## src/rtl/rx_fifo_if.sv

```systemverilog
// rx_fifo_if: receiver-to-consumer byte queue bus; master drives writes/pops, slave is the FIFO.
`default_nettype none

interface rx_fifo_if #(
  parameter int AW = 3
);
  logic [7:0]  din;
  logic        d_rdy;
  logic        rd_en;
  logic        ovr_clr;
  logic [7:0]  dout;
  logic        empty;
  logic        full;
  logic [AW:0] count;
  logic        ovr;

  modport master (
    output din, d_rdy, rd_en, ovr_clr,
    input  dout, empty, full, count, ovr
  );

  modport slave (
    input  din, d_rdy, rd_en, ovr_clr,
    output dout, empty, full, count, ovr
  );
endinterface

`default_nettype wire

```

## src/rtl/rx_fifo.sv

```systemverilog
// rx_fifo: edge-triggered byte capture into a first-word-fall-through queue
// with registered empty/full flags and a sticky overrun flag.
`default_nettype none

module rx_fifo #(
  parameter int DEPTH = 8,
  parameter int AW    = 3
) (
  input  wire       clk,
  input  wire       rst,
  rx_fifo_if.slave  bus
);

  logic [7:0]    mem [DEPTH];
  logic [AW-1:0] wr_ptr_q, wr_ptr_d;
  logic [AW-1:0] rd_ptr_q, rd_ptr_d;
  logic [AW:0]   count_q, count_d;
  logic          empty_q, full_q;
  logic          ovr_q, ovr_d;
  logic          d_rdy_q;
  logic          wr_stb, wr_ok, rd_ok, ovr_set;

  assign wr_stb = bus.d_rdy & ~d_rdy_q;
  assign rd_ok  = bus.rd_en & ~empty_q;
  // A full queue still takes a write when a pop frees the head slot in the same cycle.
  assign wr_ok   = wr_stb & (~full_q | rd_ok);
  assign ovr_set = wr_stb & full_q & ~rd_ok;

  always_comb begin
    wr_ptr_d = wr_ptr_q;
    rd_ptr_d = rd_ptr_q;
    count_d  = count_q;
    ovr_d    = ovr_q;
    if (wr_ok) wr_ptr_d = wr_ptr_q + 1'b1;
    if (rd_ok) rd_ptr_d = rd_ptr_q + 1'b1;
    if (wr_ok && !rd_ok)      count_d = count_q + 1'b1;
    else if (rd_ok && !wr_ok) count_d = count_q - 1'b1;
    if (ovr_set)          ovr_d = 1'b1;
    else if (bus.ovr_clr) ovr_d = 1'b0;
  end

  // d_rdy_q resets high so a level already present at release is not a new byte.
  always_ff @(posedge clk or posedge rst) begin
    if (rst) begin
      wr_ptr_q <= '0;
      rd_ptr_q <= '0;
      count_q  <= '0;
      empty_q  <= 1'b1;
      full_q   <= 1'b0;
      ovr_q    <= 1'b0;
      d_rdy_q  <= 1'b1;
    end else begin
      wr_ptr_q <= wr_ptr_d;
      rd_ptr_q <= rd_ptr_d;
      count_q  <= count_d;
      empty_q  <= (count_d == '0);
      full_q   <= (count_d == (AW+1)'(DEPTH));
      ovr_q    <= ovr_d;
      d_rdy_q  <= bus.d_rdy;
    end
  end

  always_ff @(posedge clk) begin
    if (wr_ok) mem[wr_ptr_q] <= bus.din;
  end

  assign bus.dout  = mem[rd_ptr_q];
  assign bus.empty = empty_q;
  assign bus.full  = full_q;
  assign bus.count = count_q;
  assign bus.ovr   = ovr_q;

endmodule

`default_nettype wire

```

## src/flat_wrapper.sv

```systemverilog
// flat-port wrapper written by rule: the top's interface ports become plain ports
module rx_fifo_flat 
#(
  parameter int DEPTH = 8,
  parameter int AW    = 3
)
  (clk, rst, bus_din, bus_d_rdy, bus_rd_en, bus_ovr_clr, bus_dout, bus_empty, bus_full, bus_count, bus_ovr);
  rx_fifo_if #(.AW(AW)) bus_i ();
  input  wire clk;
  input  wire rst;
  input wire logic [$bits(bus_i.din)-1:0] bus_din;
  input wire logic [$bits(bus_i.d_rdy)-1:0] bus_d_rdy;
  input wire logic [$bits(bus_i.rd_en)-1:0] bus_rd_en;
  input wire logic [$bits(bus_i.ovr_clr)-1:0] bus_ovr_clr;
  output wire logic [$bits(bus_i.dout)-1:0] bus_dout;
  output wire logic [$bits(bus_i.empty)-1:0] bus_empty;
  output wire logic [$bits(bus_i.full)-1:0] bus_full;
  output wire logic [$bits(bus_i.count)-1:0] bus_count;
  output wire logic [$bits(bus_i.ovr)-1:0] bus_ovr;
  assign bus_i.din = bus_din;
  assign bus_i.d_rdy = bus_d_rdy;
  assign bus_i.rd_en = bus_rd_en;
  assign bus_i.ovr_clr = bus_ovr_clr;
  assign bus_dout = bus_i.dout;
  assign bus_empty = bus_i.empty;
  assign bus_full = bus_i.full;
  assign bus_count = bus_i.count;
  assign bus_ovr = bus_i.ovr;
  rx_fifo #(.DEPTH(DEPTH), .AW(AW)) u_core (.clk(clk), .rst(rst), .bus(bus_i));
endmodule
```

## config.mk

```make
export PLATFORM = sky130hd
export DESIGN_NAME = rx_fifo_flat
export DESIGN_NICKNAME = d
export VERILOG_FILES = /design/src/rtl/rx_fifo_if.sv /design/src/rtl/rx_fifo.sv /design/src/flat_wrapper.sv
export SDC_FILE = /design/constraint.sdc
export NUM_CORES = 1
export LEC_CHECK = 0
export BUFFER_PORTS_ARGS = -buffer_cell sky130_fd_sc_hd__buf_2
export CAP_MARGIN = 20
export CORE_MARGIN = 5
export CORE_UTILIZATION = 45
export CTS_CLUSTER_SIZE = 8
export DETAILED_ROUTE_END_ITERATION = 16
export HOLD_SLACK_MARGIN = 0.1
export PLACE_DENSITY = 0.65
export SETUP_SLACK_MARGIN = 0.1
export SLEW_MARGIN = 20
export SYNTH_ARGS = -nofsm -noshare
export SYNTH_HDL_FRONTEND = slang
export SYNTH_SLANG_ARGS = --single-unit
```

## constraint.sdc

```tcl
create_clock -name clk -period 6 [get_ports clk]
set_input_delay 0.6 -clock clk [delete_from_list [all_inputs] [get_ports clk]]
set_output_delay 0.6 -clock clk [all_outputs]
set_load 0.01 [all_outputs]
```

# After elaboration in Yosys (flattened, before gate mapping)
# Memories as Yosys holds them, arrays and structs flattened.
# Index checks and enable logic that the tools add are counted.
# totals
output_inout_bits	15
wordCells	35
memories	1
latch_bits	0
ramBits	64
in_bits	13
register_bits	14
romBits	0
# mem_list
name	depth	width	rd	rd_ports_with_merged_regs	wr	line	source
u_core.mem	8	8	1	0	1	rx_fifo.sv:14	logic [7:0] mem [DEPTH];
# op_classes
bitwise_logic	10
n_eq_ne	1
muxes	6
shifts	0
order_cmp	0
n_div	0
mul	0
n_reduce_logical	6
addsub	4
# ops
op	count
$mux 4	2
$add 3x1->3 const B	2
$and 1x1->1	5
$add 4x1->4 const B	1
$eq 4x4->1 const B	1
$logic_not 4->1	1
$mux 1	4
$not 1->1	4
$sub 4x1->4 const B	1
$logic_and 1x1->1	2
$logic_not 1->1	2
$reduce_bool 2->1	1
$or 1x1->1	1

# Logic depth before layout (Yosys ltp)
# Gate-level depths: netlist (run 1).
# depth
word_depth	9
depth_mapped	5
depth_no_buf	5

# Worst setup path after synthesis (run 1)
# Ideal clock, no wire load.
# synth_timing
path_type	in2reg
start	in bus_d_rdy
end	mem u_core.mem[0][0] (enable)
cell_stages	5
path_buffers	1
arrival_ps	1843
slack_ps	3774
cell_sequence	nand2b_1 > buf_6 > a21oi_1 > nand2b_1 > nor3_1
# synth_via
elab_chain_cells	4
# synth_lines
item	line	source
from (decl)	flat_wrapper.sv:12	input wire logic [$bits(bus_i.d_rdy)-1:0] bus_d_rdy;
$and 1x1->1	rx_fifo.sv:23	assign wr_stb = bus.d_rdy & ~d_rdy_q;
$and 1x1->1	rx_fifo.sv:26	assign wr_ok = wr_stb & (~full_q | rd_ok);
$mux 1	rx_fifo.sv:64	if (wr_ok) mem[wr_ptr_q] <= bus.din;
$mux 1 (implied by the code)	rx_fifo.sv:64	
to (decl)	rx_fifo.sv:14	
# Every way passes these cells.

# Worst setup path after layout (run 1)
# layout_timing
start	reg u_core.rd_ptr_q[0]
end	out bus_dout[5]
# layout_via
elab_chain_cells	1
# layout_lines
item	line	source
from (decl)	rx_fifo.sv:16	logic [AW-1:0] rd_ptr_q, rd_ptr_d;
from (signal assigned)	rx_fifo.sv:54	rd_ptr_q <= rd_ptr_d;
$mem_v2 8x8	-	
to (decl)	flat_wrapper.sv:15	output wire logic [$bits(bus_i.dout)-1:0] bus_dout;
# Every way passes these cells.

==> summary.md, run 1 <==
| Metric | Value |
|---|---|
| Die height | `94.6 um` |
| TritonCTS clock tree | `yes` |
| Routed WL | `5620 um` |
| Most frequent cells in the layout | `edfxtp_1 (64), buf_2 (27), mux4_2 (16), dfrtp_1 (11)` |
| Crit path largest cell delay | `0.76 ns` |
| Fillers | `between 500 and 600` |
| Area Growth Syn to Fin | `12.5%` |
| Crit start category | `flop` |
| Syn Nets | `190` |
| # diodes | `0` |
| Post-route setup TNS | `0 ns` |
| Critical path endpoint category | `primary output` |
| Initial core utilization | `46.9%` |
| Site Rows | `30` |
| RR Startpoint | `u_core.d_rdy_q` |
| R2R depth | `4` |
| Logic gate share of total power | `27.1%` |
| Seq. cell area | `between 2000 and 2500 um^2` |
| Layout cells sized above 1 | `38.0%` |
| Critical path capture point | `bus_dout[5]` |
| Buffers plus inverters on the worst setup path | `1` |
| Placer Congestion | `0.829` |
| IO buf count | `27` |
| Ys async rst share | `17.9%` |
| Yosys warns | `0` |
| Top cell family by delay on the critical path | `multiplexers` |
| Int Pwr | `1.11 mW` |
| Vias per cell | `5.33` |
| Largest net degree at the start of global routing | `19` |
| Clock-pin slew on the worst setup and hold paths | `0.08 ns` |
| Total grt overflow | `0` |
| CORE AREA | `6870 um^2` |
| Multi-input gate area | `882 um^2` |
| Non-Filler Instances | `304` |
| Yosys cell types | `39` |
| Post-Syn Area | `between 3000 and 4000 um^2` |
| Cts hold-fix bufs | `0` |
| FF+latch count, synth | `a little under 80` |
| Tightest Pin Transition | `0.972 ns` |
| # IOs | `28` |
| CTS Buffer Depth | `2` |
| CTS Sinks | `78` |
| Worst hold path class | `in2async` |
| GRT Total Usage | `14.4%` |
| Maximum vdd drop | `0.167 mV` |
| Required time of the critical path | `about 5.4 ns` |
| Final WS setup | `3.30 ns` |
| Final Hold Viols | `0` |
| HPWL Detailed | `3650 um` |
| First-pass GRT wire length | `9250 um` |
| Max Clock Freq | `371 MHz` |
| Worst reg2reg path endpoint | `u_core.mem[5][5]` |
| Largest fanout on the critical path | `18` |
| Die area | `8960 um^2` |
| Avg Synthesized Cell Area | `between 15 and 20 um^2` |
| Vias | `about 1.6k` |
| R2R setup slack | `3.53 ns` |
| Dpl ws | `roughly 3.2 ns` |
| Nets | `220` |
| Final non-filler cell area | `3630 um^2` |
| LEAKAGE | `1.25 nW` |
| RSZ-0062 raised after global routing | `false` |
| Post-synth top flop | `edfxtp_1` |
| Wirelength per Cell | `18.5 um` |
| CTS root buffer | `clkbuf_8` |
| Clk_skew | `0.00859 ns` |
| Switching share of power | `between 30% and 40%` |
| Mapped Cells | `173` |
| Vias in the first global route | `1743` |
| Antenna viol nets, final | `0` |
| Clock Latency Late Sink | `0.35 ns` |
| Pwr Density | `roughly 440 nW/um^2` |
| Crit path kind | `reg2out` |
| 1st-pass router iterations | `4` |
| Number of synthesized flops with an enable pin | `64` |
| H-tree depth | `3` |
| Max_cap viols | `0` |
| Pins Over Slew Limit | `0` |
| Total Power | `between 1.5 and 2 mW` |
| Met3 WL | `224 um` |
| Cts bufs inserted | `9` |
| DIE WIDTH | `94.6 um` |
| Minimum clock period | `about 2.7 ns` |
| Met2 WL | `2930 um` |
| Wl on met1 | `2380 um` |
| Most common cell after layout, fill and taps aside | `edfxtp_1` |
| Post-CTS sizing | `0` |
| Tcrit/Tclk final | `roughly 45%` |
| Sequential fraction of the synthesis area | `70.5%` |
| CP Cell Sequence | `mux4_2 -> mux2_2 -> buf_2` |
| Initial antenna violation count | `0` |
| Share of power burned in the clock network | `23.8%` |
| Critical Path Source | `u_core.rd_ptr_q[0]` |
| Post-CTS Setup Inserts | `0` |
| DR top layer | `met4` |
| Status | `completed` |
| Rel. slew slack | `34.9%` |
| Slowest library cell on the worst path | `dfrtp_2` |
| Number of cells on the critical path | `3` |
| Final setup viols | `0` |
| Switching Power | `495 uW` |
| Iteration-0 DRC Markers | `72` |
| Post-DP Area | `3430 um^2` |
| DRC | `0` |
| CP Data Arrival Time | `~2.1 ns` |
| Placed insts | `288` |
| Flop pwr share | `between 40% and 50%` |
==> cells in the mapped netlist (2+ instances only) <==
library cell / n / area share, %
nand2_1: 8 / 0.93
xnor2_1: 4 / 1.1
and3_1: 2 / 0.39
dfstp_2: 2 / 1.6
inv_1: 4 / 0.47
nand2b_1: 4 / 0.78
nor3_1: 4 / 0.62
ha_1: 4 / 1.6
dfrtp_1: 12 / 9.3
edfxtp_1: 64 / 60
buf_6: 4 / 1.4
mux2_2: 9 / 3.1
a221oi_1: 2 / 0.54
o21ai_0: 2 / 0.31
buf_2: 2 / 0.31
mux4_2: 16 / 11
nor2_1: 8 / 0.93
==> worst min path at each step <==
stage	startpoint	to	slack [ns]	depth (start not counted)
global route	rst	u_core.bus.count[3]	0.34	2
CTS	rst	u_core.bus.count[3]	0.29	2
detailed placement	u_core.wr_ptr_q[0]	u_core.wr_ptr_q[0]	0.51	1
global placement	u_core.wr_ptr_q[0]	u_core.wr_ptr_q[0]	0.49	1
finish	rst	u_core.bus.full	0.29	2
floorplan	u_core.wr_ptr_q[0]	u_core.wr_ptr_q[0]	0.48	1
==> power groups by stage <==
| stage | logic [mW] | registers, mW | clock network [mW] |
|---|---|---|---|
| global placement | 0.425 | 0.796 | 0 |
| CTS | 0.443 | 0.791 | 0.394 |
| finish | 0.436 | 0.789 | 0.383 |
| global route | 0.477 | 0.808 | 0.421 |
| floorplan | 0.387 | 0.723 | 0 |
| detailed placement | 0.441 | 0.802 | 0 |
==> sequential cells by signal, summed over array words and instances, names as in the netlist <==
register	count
u_core.mem	64
u_core.bus.count	4
u_core.rd_ptr_q	3
u_core.wr_ptr_q	3
u_core.bus.empty	1
u_core.bus.full	1
u_core.bus.ovr	1
u_core.d_rdy_q	1
==> layout make-up <==
type	count	share of cell area [%]
inverter	4	0.414
clock buffer	10	3.52
multi-input combinational	83	24.3
tap	96	3.31
clock inverter	6	1.97
sequential	78	62.7
timing repair buffer	27	3.73
==> per-stage QoR <==
stage          utilization (%)  hold WS, ns
4_1_cts                   52.8        0.285
6_report                  52.8        0.288
3_3_place_gp              49.9        0.493
5_1_grt                   52.8        0.340
2_1_floorplan                -        0.480
3_5_place_dp              49.9        0.508
==> logic make-up after synthesis <==
family / count (synthesis) / synth area share (%)
mux: 26 / 14.6
fa+ha+maj: 4 / 1.55
xor+xnor: 5 / 1.36
buf+inv: 12 / 2.41
compound gates: 10 / 2.37
flops: 78 / 70.5
simple gates: 38 / 7.14
==> routing by layer <==
layer / global-route usage (%) / vias to the layer above
li1: - / 739
met5: 0 / -
met3: 3.51 / 9
met1: 17.3 / 840
met2: 24.3 / 33
met4: 7.21 / 0
Note: power is estimated with default switching activity, not from simulation.
==> run 2, diff against run 1 <==
--- a/config.mk
+++ b/config.mk
@@ -5,6 +5,7 @@
 export SDC_FILE = /design/constraint.sdc
 export NUM_CORES = 1
 export LEC_CHECK = 0
+export ABC_AREA = 1
 export BUFFER_PORTS_ARGS = -buffer_cell sky130_fd_sc_hd__buf_2
 export CAP_MARGIN = 20
 export CORE_MARGIN = 5
==> constraint.sdc (replaced) <==
create_clock -name clk -period 2.8 [get_ports clk]
set_input_delay 0.28 -clock clk [delete_from_list [all_inputs] [get_ports clk]]
set_output_delay 0.28 -clock clk [all_outputs]
set_load 0.01 [all_outputs]
==> summary.md, run 2 <==
| Metric | Value |
|---|---|
| Rel. slew slack | `43.6%` |
| Site Rows | `31` |
| Tightest Pin Transition | `0.843 ns` |
| Sequential fraction of the synthesis area | `68.5%` |
| Required time of the critical path | `2.52 ns` |
| Max Clock Freq | `between 400 and 500 MHz` |
| Yosys warns | `0` |
| Placed insts | `around 420` |
| Slowest library cell on the worst path | `dfrtp_1` |
| Pwr Density | `roughly 970 nW/um^2` |
| # IOs | `28` |
| Max_cap viols | `0` |
| Total grt overflow | `0` |
| Vias | `between 2k and 2.5k` |
| Cts bufs inserted | `9` |
| Clock-pin slew on the worst setup and hold paths | `0.08 ns` |
| Ys async rst share | `between 15 and 20%` |
| Area Growth Syn to Fin | `12.7%` |
| Most frequent cells after synthesis | `edfxtp_1 (64), nand2_1 (55), nor2_1 (54), o21ai_0 (19), o21ai_1 (17)` |
| Top cell family by delay on the critical path | `flip-flops` |
| Die height | `95.9 um` |
| Post-DP Area | `3560 um^2` |
| Status | `completed` |
| Logic gate share of total power | `36.6%` |
| Iteration-0 DRC Markers | `between 100 and 150` |
| Max reg flops | `64` |
| Vias in the first global route | `2064` |
| Switching share of power | `39.2%` |
| Syn Nets | `311` |
| Crit path kind | `reg2out` |
| Switching Power | `1.42 mW` |
| Worst hold path class | `in2reg` |
| Final non-filler cell area | `3740 um^2` |
| HPWL Detailed | `roughly 4400 um` |
| LEAKAGE | `approximately 1.5 nW` |
| First-pass GRT wire length | `10800 um` |
| Number of synthesized flops with an enable pin | `64` |
| Yosys cell types | `28` |
| Die area | `~9200 um^2` |
| Area leader, netlist | `edfxtp_1` |
| TritonCTS clock tree | `yes` |
| FF+latch count, synth | `between 70 and 80` |
| Buffers plus inverters on the worst setup path | `2` |
| Placer Congestion | `0.795` |
| Avg Synthesized Cell Area | `11.3 um^2` |
| Crit path largest cell delay | `0.74 ns` |
| Most common cell after layout, fill and taps aside | `edfxtp_1` |
| Post-route setup TNS | `0 ns` |
| Largest net degree at the start of global routing | `34` |
| Final setup viols | `0` |
| Critical path endpoint category | `primary output` |
| Mapped Cells | `around 300` |
| Antenna viol nets, final | `0` |
| Initial core utilization | `46.0%` |
| Wirelength per Cell | `15.5 um` |
| Vias per cell | `4.90` |
| Post-Syn Area | `3320 um^2` |
| # diodes | `0` |
| Clock Latency Late Sink | `0.34 ns` |
| GRT Total Usage | `between 10% and 20%` |
| Share of power burned in the clock network | `20.1%` |
| Pins Over Slew Limit | `0` |
| Clk_skew | `0.00647 ns` |
| 1st-pass router iterations | `4` |
| Post-synth top flop | `edfxtp_1` |
| Tcrit/Tclk final | `around 83%` |
| Synth top area cells | `edfxtp_1 (58%), dfrtp_1 (9.0%), nand2_1 (6.2%), nor2_1 (6.1%), o21ai_0 (2.9%)` |
| CP Data Arrival Time | `2.05 ns` |
| Synth top area share | `a little under 60%` |
| Crit start category | `flop` |
| CP Cell Sequence | `inv_2 -> nor2_1 -> o21ai_1 -> a31oi_1 -> buf_2` |
| Most frequent cells in the layout | `edfxtp_1 (64), nand2_1 (55), nor2_1 (54), buf_2 (27), o21ai_0 (19)` |
| WHS | `approximately 0.11 ns` |
| Largest fanout on the critical path | `18` |
| Maximum vdd drop | `0.452 mV` |
| RSZ-0062 raised after global routing | `false` |
| CTS Buffer Depth | `2` |
| CORE AREA | `~7200 um^2` |
| IO buf count | `27` |
| Most frequent cell after synthesis | `edfxtp_1` |
| CTS Sinks | `78` |
| Final Hold Viols | `0` |
| Most flops, register | `u_core.mem` |
| Post-CTS sizing | `0` |
| DIE WIDTH | `95.9 um` |
| Minimum clock period | `2.33 ns` |
| Initial antenna violation count | `0` |
| Routed WL | `6690 um` |
| CTS root buffer | `clkbuf_8` |
| Layout cells sized above 1 | `18.0%` |
| Flop pwr share | `43.4%` |
| Int Pwr | `approximately 2.2 mW` |
| Non-Filler Instances | `433` |
| Nets | `346` |
| H-tree depth | `3` |
| DRC | `0` |
==> run 2: changes by cell type after synthesis, moves of 5 or more <==
cell,previous run,this run
nand2_1,8,55
nor2_1,8,54
o21ai_0,2,19
o21ai_1,0,17
mux4_2,16,0
inv_1,4,14
mux2_2,9,0
a31oi_1,0,8
a21oi_1,1,8
buf_2,2,7
==> run 2: path summary, 6_finish.rpt <==
path / slack [ns] / cells past startpoint / end / startpoint
max in group asynchronous: 1.91 / 3 / u_core.bus.empty / rst
setup reg to reg: 0.79 / 4 / u_core.mem[4][2] / u_core.bus.empty
setup / recovery: 0.47 / 5 / bus_dout[0] / u_core.rd_ptr_q[1]
hold / removal: 0.11 / 2 / u_core.bus.ovr / bus_ovr_clr
hold reg to reg: 0.52 / 2 / u_core.bus.ovr / u_core.bus.ovr
min in group asynchronous: 0.52 / 3 / u_core.bus.ovr / rst
==> run 2: final cells by class <==
type	count	area, um^2
flip-flops and latches	78	2270
well taps	99	124
inverters	19	71.3
clock buffers	9	124
fillers	657	3470
clock inverters	7	40.0
repair buffers	32	178
multi-input cells	189	933
==> run 2: logic make-up after synthesis <==
group                      Yosys count  synth area share (%)
xor gates and xnor gates             6                  1.58
buffers and inverters               27                  3.43
AOI/OAI and AO/OA                   55                  9.15
adders and majority gates            4                  1.51
and+or+nand+nor                    124                  15.9
DFF                                 78                  68.5
==> run 2: timing repair <==
item / in CTS / in global routing
hold endpoints to repair: 13 / 0
setup buffers: 0 / 0
hold buffers: 2 / 0
==> run 2: power by group through the flow <==
stage               clock network, mW  logic (mW)  registers [mW]
floorplan                           0       0.941            1.57
global placement                    0        1.32            1.59
detailed placement                  0        1.34            1.59
CTS                             0.734        1.35            1.57
global route                    0.783        1.51            1.59
finish                          0.725        1.32            1.57
==> run 2: stage by stage <==
step / setup WS [ns] / total power [mW] / util, %
after floorplan: 1.14 / 2.51 / -
after global placement: 0.726 / 2.91 / 49.4
after detailed placement: 0.690 / 2.93 / 49.4
after CTS: 0.465 / 3.65 / 51.9
after global routing: 0.330 / 3.88 / 51.9
final: 0.468 / 3.62 / 51.9
==> run 2: metal layers <==
metal	vias to the layer above	GRT usage (%)	wire length, um
met5	-	0	0
li1	1070	-	-
met2	57	25.1	3170
met4	0	6.04	81
met1	990	22.6	3010
met3	4	4.46	427
==> run 3, diff against run 2 <==
--- a/config.mk
+++ b/config.mk
@@ -13,7 +13,7 @@
 export CTS_CLUSTER_SIZE = 8
 export DETAILED_ROUTE_END_ITERATION = 16
 export HOLD_SLACK_MARGIN = 0.1
-export PLACE_DENSITY = 0.65
+export PLACE_DENSITY = 0.67
 export SETUP_SLACK_MARGIN = 0.1
 export SLEW_MARGIN = 20
 export SYNTH_ARGS = -nofsm -noshare
==> constraint.sdc (replaced) <==
create_clock -name clk -period 2.1 [get_ports clk]
set_input_delay 0.21 -clock clk [delete_from_list [all_inputs] [get_ports clk]]
set_output_delay 0.21 -clock clk [all_outputs]
set_load 0.01 [all_outputs]
==> summary.md, run 3 (same netlist as run 2, synthesis figures left out) <==
| Metric | Value |
|---|---|
| Worst hold path class | `in2reg` |
| Max reg flops | `64` |
| Placer Congestion | `approximately 0.83` |
| WHS | `0.157 ns` |
| Rel. slew slack | `59.6%` |
| Int Pwr | `3.28 mW` |
| Share of power burned in the clock network | `23.6%` |
| Switching Power | `1.91 mW` |
| Largest fanout on the critical path | `33` |
| Switching share of power | `36.8%` |
| Iteration-0 DRC Markers | `116` |
| R2R setup slack | `0.45 ns` |
| Die height | `95.9 um` |
| Most common cell after layout, fill and taps aside | `edfxtp_1` |
| CORE AREA | `7210 um^2` |
| CTS root buffer | `clkbuf_8` |
| Layout cells sized above 1 | `21.4%` |
| Initial core utilization | `46.0%` |
| LEAKAGE | `1.55 nW` |
| Final setup viols | `0` |
| Max Clock Freq | `539 MHz` |
| Largest net degree at the start of global routing | `34` |
| Total Power | `5.19 mW` |
| Dpl ws | `between 0.4 and 0.5 ns` |
| Crit path kind | `reg2out` |
| TritonCTS clock tree | `yes` |
| Area Growth Syn to Fin | `17.9%` |
| Most flops, register | `u_core.mem` |
| IO buf count | `27` |
| CTS Buffer Depth | `2` |
| 1st-pass router iterations | `4` |
| Initial antenna violation count | `0` |
| Antenna viol nets, final | `0` |
| Critical path endpoint category | `primary output` |
| Maximum vdd drop | `0.468 mV` |
| # diodes | `0` |
| Total grt overflow | `0` |
| Wirelength per Cell | `15.3 um` |
| Clock-pin slew on the worst setup and hold paths | `0.08 ns` |
| CP Data Arrival Time | `1.65 ns` |
| Most frequent cells in the layout | `edfxtp_1 (64), nand2_1 (55), nor2_1 (54), buf_2 (27), o21ai_0 (19)` |
| DIE WIDTH | `95.9 um` |
| CTS Sinks | `78` |
| Clk_skew | `0.00863 ns` |
| Cts bufs inserted | `9` |
| Routed WL | `6810 um` |
| Util after Layout | `54.3%` |
| Minimum clock period | `1.86 ns` |
| Vias in the first global route | `2301` |
| Crit start category | `flop` |
| Flop pwr share | `roughly two fifths` |
| Required time of the critical path | `1.89 ns` |
| HPWL Detailed | `4670 um` |
| Max_cap viols | `0` |
| H-tree depth | `3` |
| Pwr Density | `roughly 1300 nW/um^2` |
| Pins Over Slew Limit | `0` |
| First-pass GRT wire length | `about 11000 um` |
| Clock Latency Late Sink | `0.34 ns` |
| # IOs | `28` |
| Tcrit/Tclk final | `88.4%` |
| GRT Total Usage | `between 10% and 20%` |
| Final Hold Viols | `0` |
| Final WS setup | `0.243 ns` |
| Logic gate share of total power | `a little over a third` |
| Nets | `358` |
| Post-route setup TNS | `0 ns` |
| Site Rows | `31` |
| RSZ-0062 raised after global routing | `false` |
| Vias | `2256` |
| Status | `completed` |
| Die area | `9200 um^2` |
| DRC | `0` |
| Tightest Pin Transition | `0.605 ns` |
| Vias per cell | `roughly 5.1` |
==> run 3: cell count changes in the layout (fill, tap and decap cells not counted), moves of 2 or more <==
| cell | change |
|---|---|
| buf_4 | +10 |
| clkinv_2 | -3 |
| bufinv_16 | +2 |
| clkinv_1 | -2 |
| dfrtp_1 | -2 |
| dfrtp_2 | +2 |
| inv_6 | +2 |
==> run 3: worst paths after layout <==
kind,start,endpoint,cells after the start
max,u_core.rd_ptr_q[0],bus_dout[0],6
min reg2reg,u_core.bus.ovr,u_core.bus.ovr,2
max in group asynchronous,rst,u_core.rd_ptr_q[0],3
min,bus_din[6],u_core.mem[6][6],1
min in group asynchronous,rst,u_core.rd_ptr_q[2],3
max reg2reg,u_core.bus.empty,u_core.mem[4][5],5
==> run 3: layer usage <==
layer	vias up	part of all wire, %	global-route usage [%]
met3	14	4.2	3.21
met2	59	50	28.6
met1	1077	44	20.3
met5	-	0	0
li1	1106	-	-
met4	0	2.0	8.06
==> run 3: metrics by stage <==
stage | std cells | instance area [um^2]
floorplan | 294 | 3320
global placement | 423 | 3620
detailed placement | 423 | 3620
CTS | 442 | 3880
global route | 445 | 3920
finish | 445 | 3920
==> run 3: critical path, stage by stage, from the launching register on <==
cell and delay, ns:
dfrtp_2 0.43, buf_12 0.20, o21ai_0 0.11, o21ai_0 0.17, a21oi_1 0.07, a31oi_1 0.17
buf_2 0.15
==> run 3: final cells by class <==
cell class,instances,area [um^2]
clock buffer,10,128
fill,654,3300
tap,99,124
clock inverter,6,93.8
inverter,19,76.3
timing repair buffer,44,283
multi-input combinational,189,933
sequential,78,2280
==> run 3: power by group through the flow <==
stage / registers [mW] / logic [mW] / clock network, mW
after floorplan: 2.09 / 1.25 / 0
after global routing: 2.11 / 2.15 / 1.33
after detailed placement: 2.11 / 1.81 / 0
after global placement: 2.10 / 1.77 / 0
after CTS: 2.09 / 1.83 / 1.26
final: 2.07 / 1.89 / 1.23
==> run 3: timing repair <==
item	in CTS	in global routing
endpoints found under the hold margin	14	0
hold buffers	3	0
resized for setup	3	4
setup buffers	0	3
setup endpoints to repair	8	6
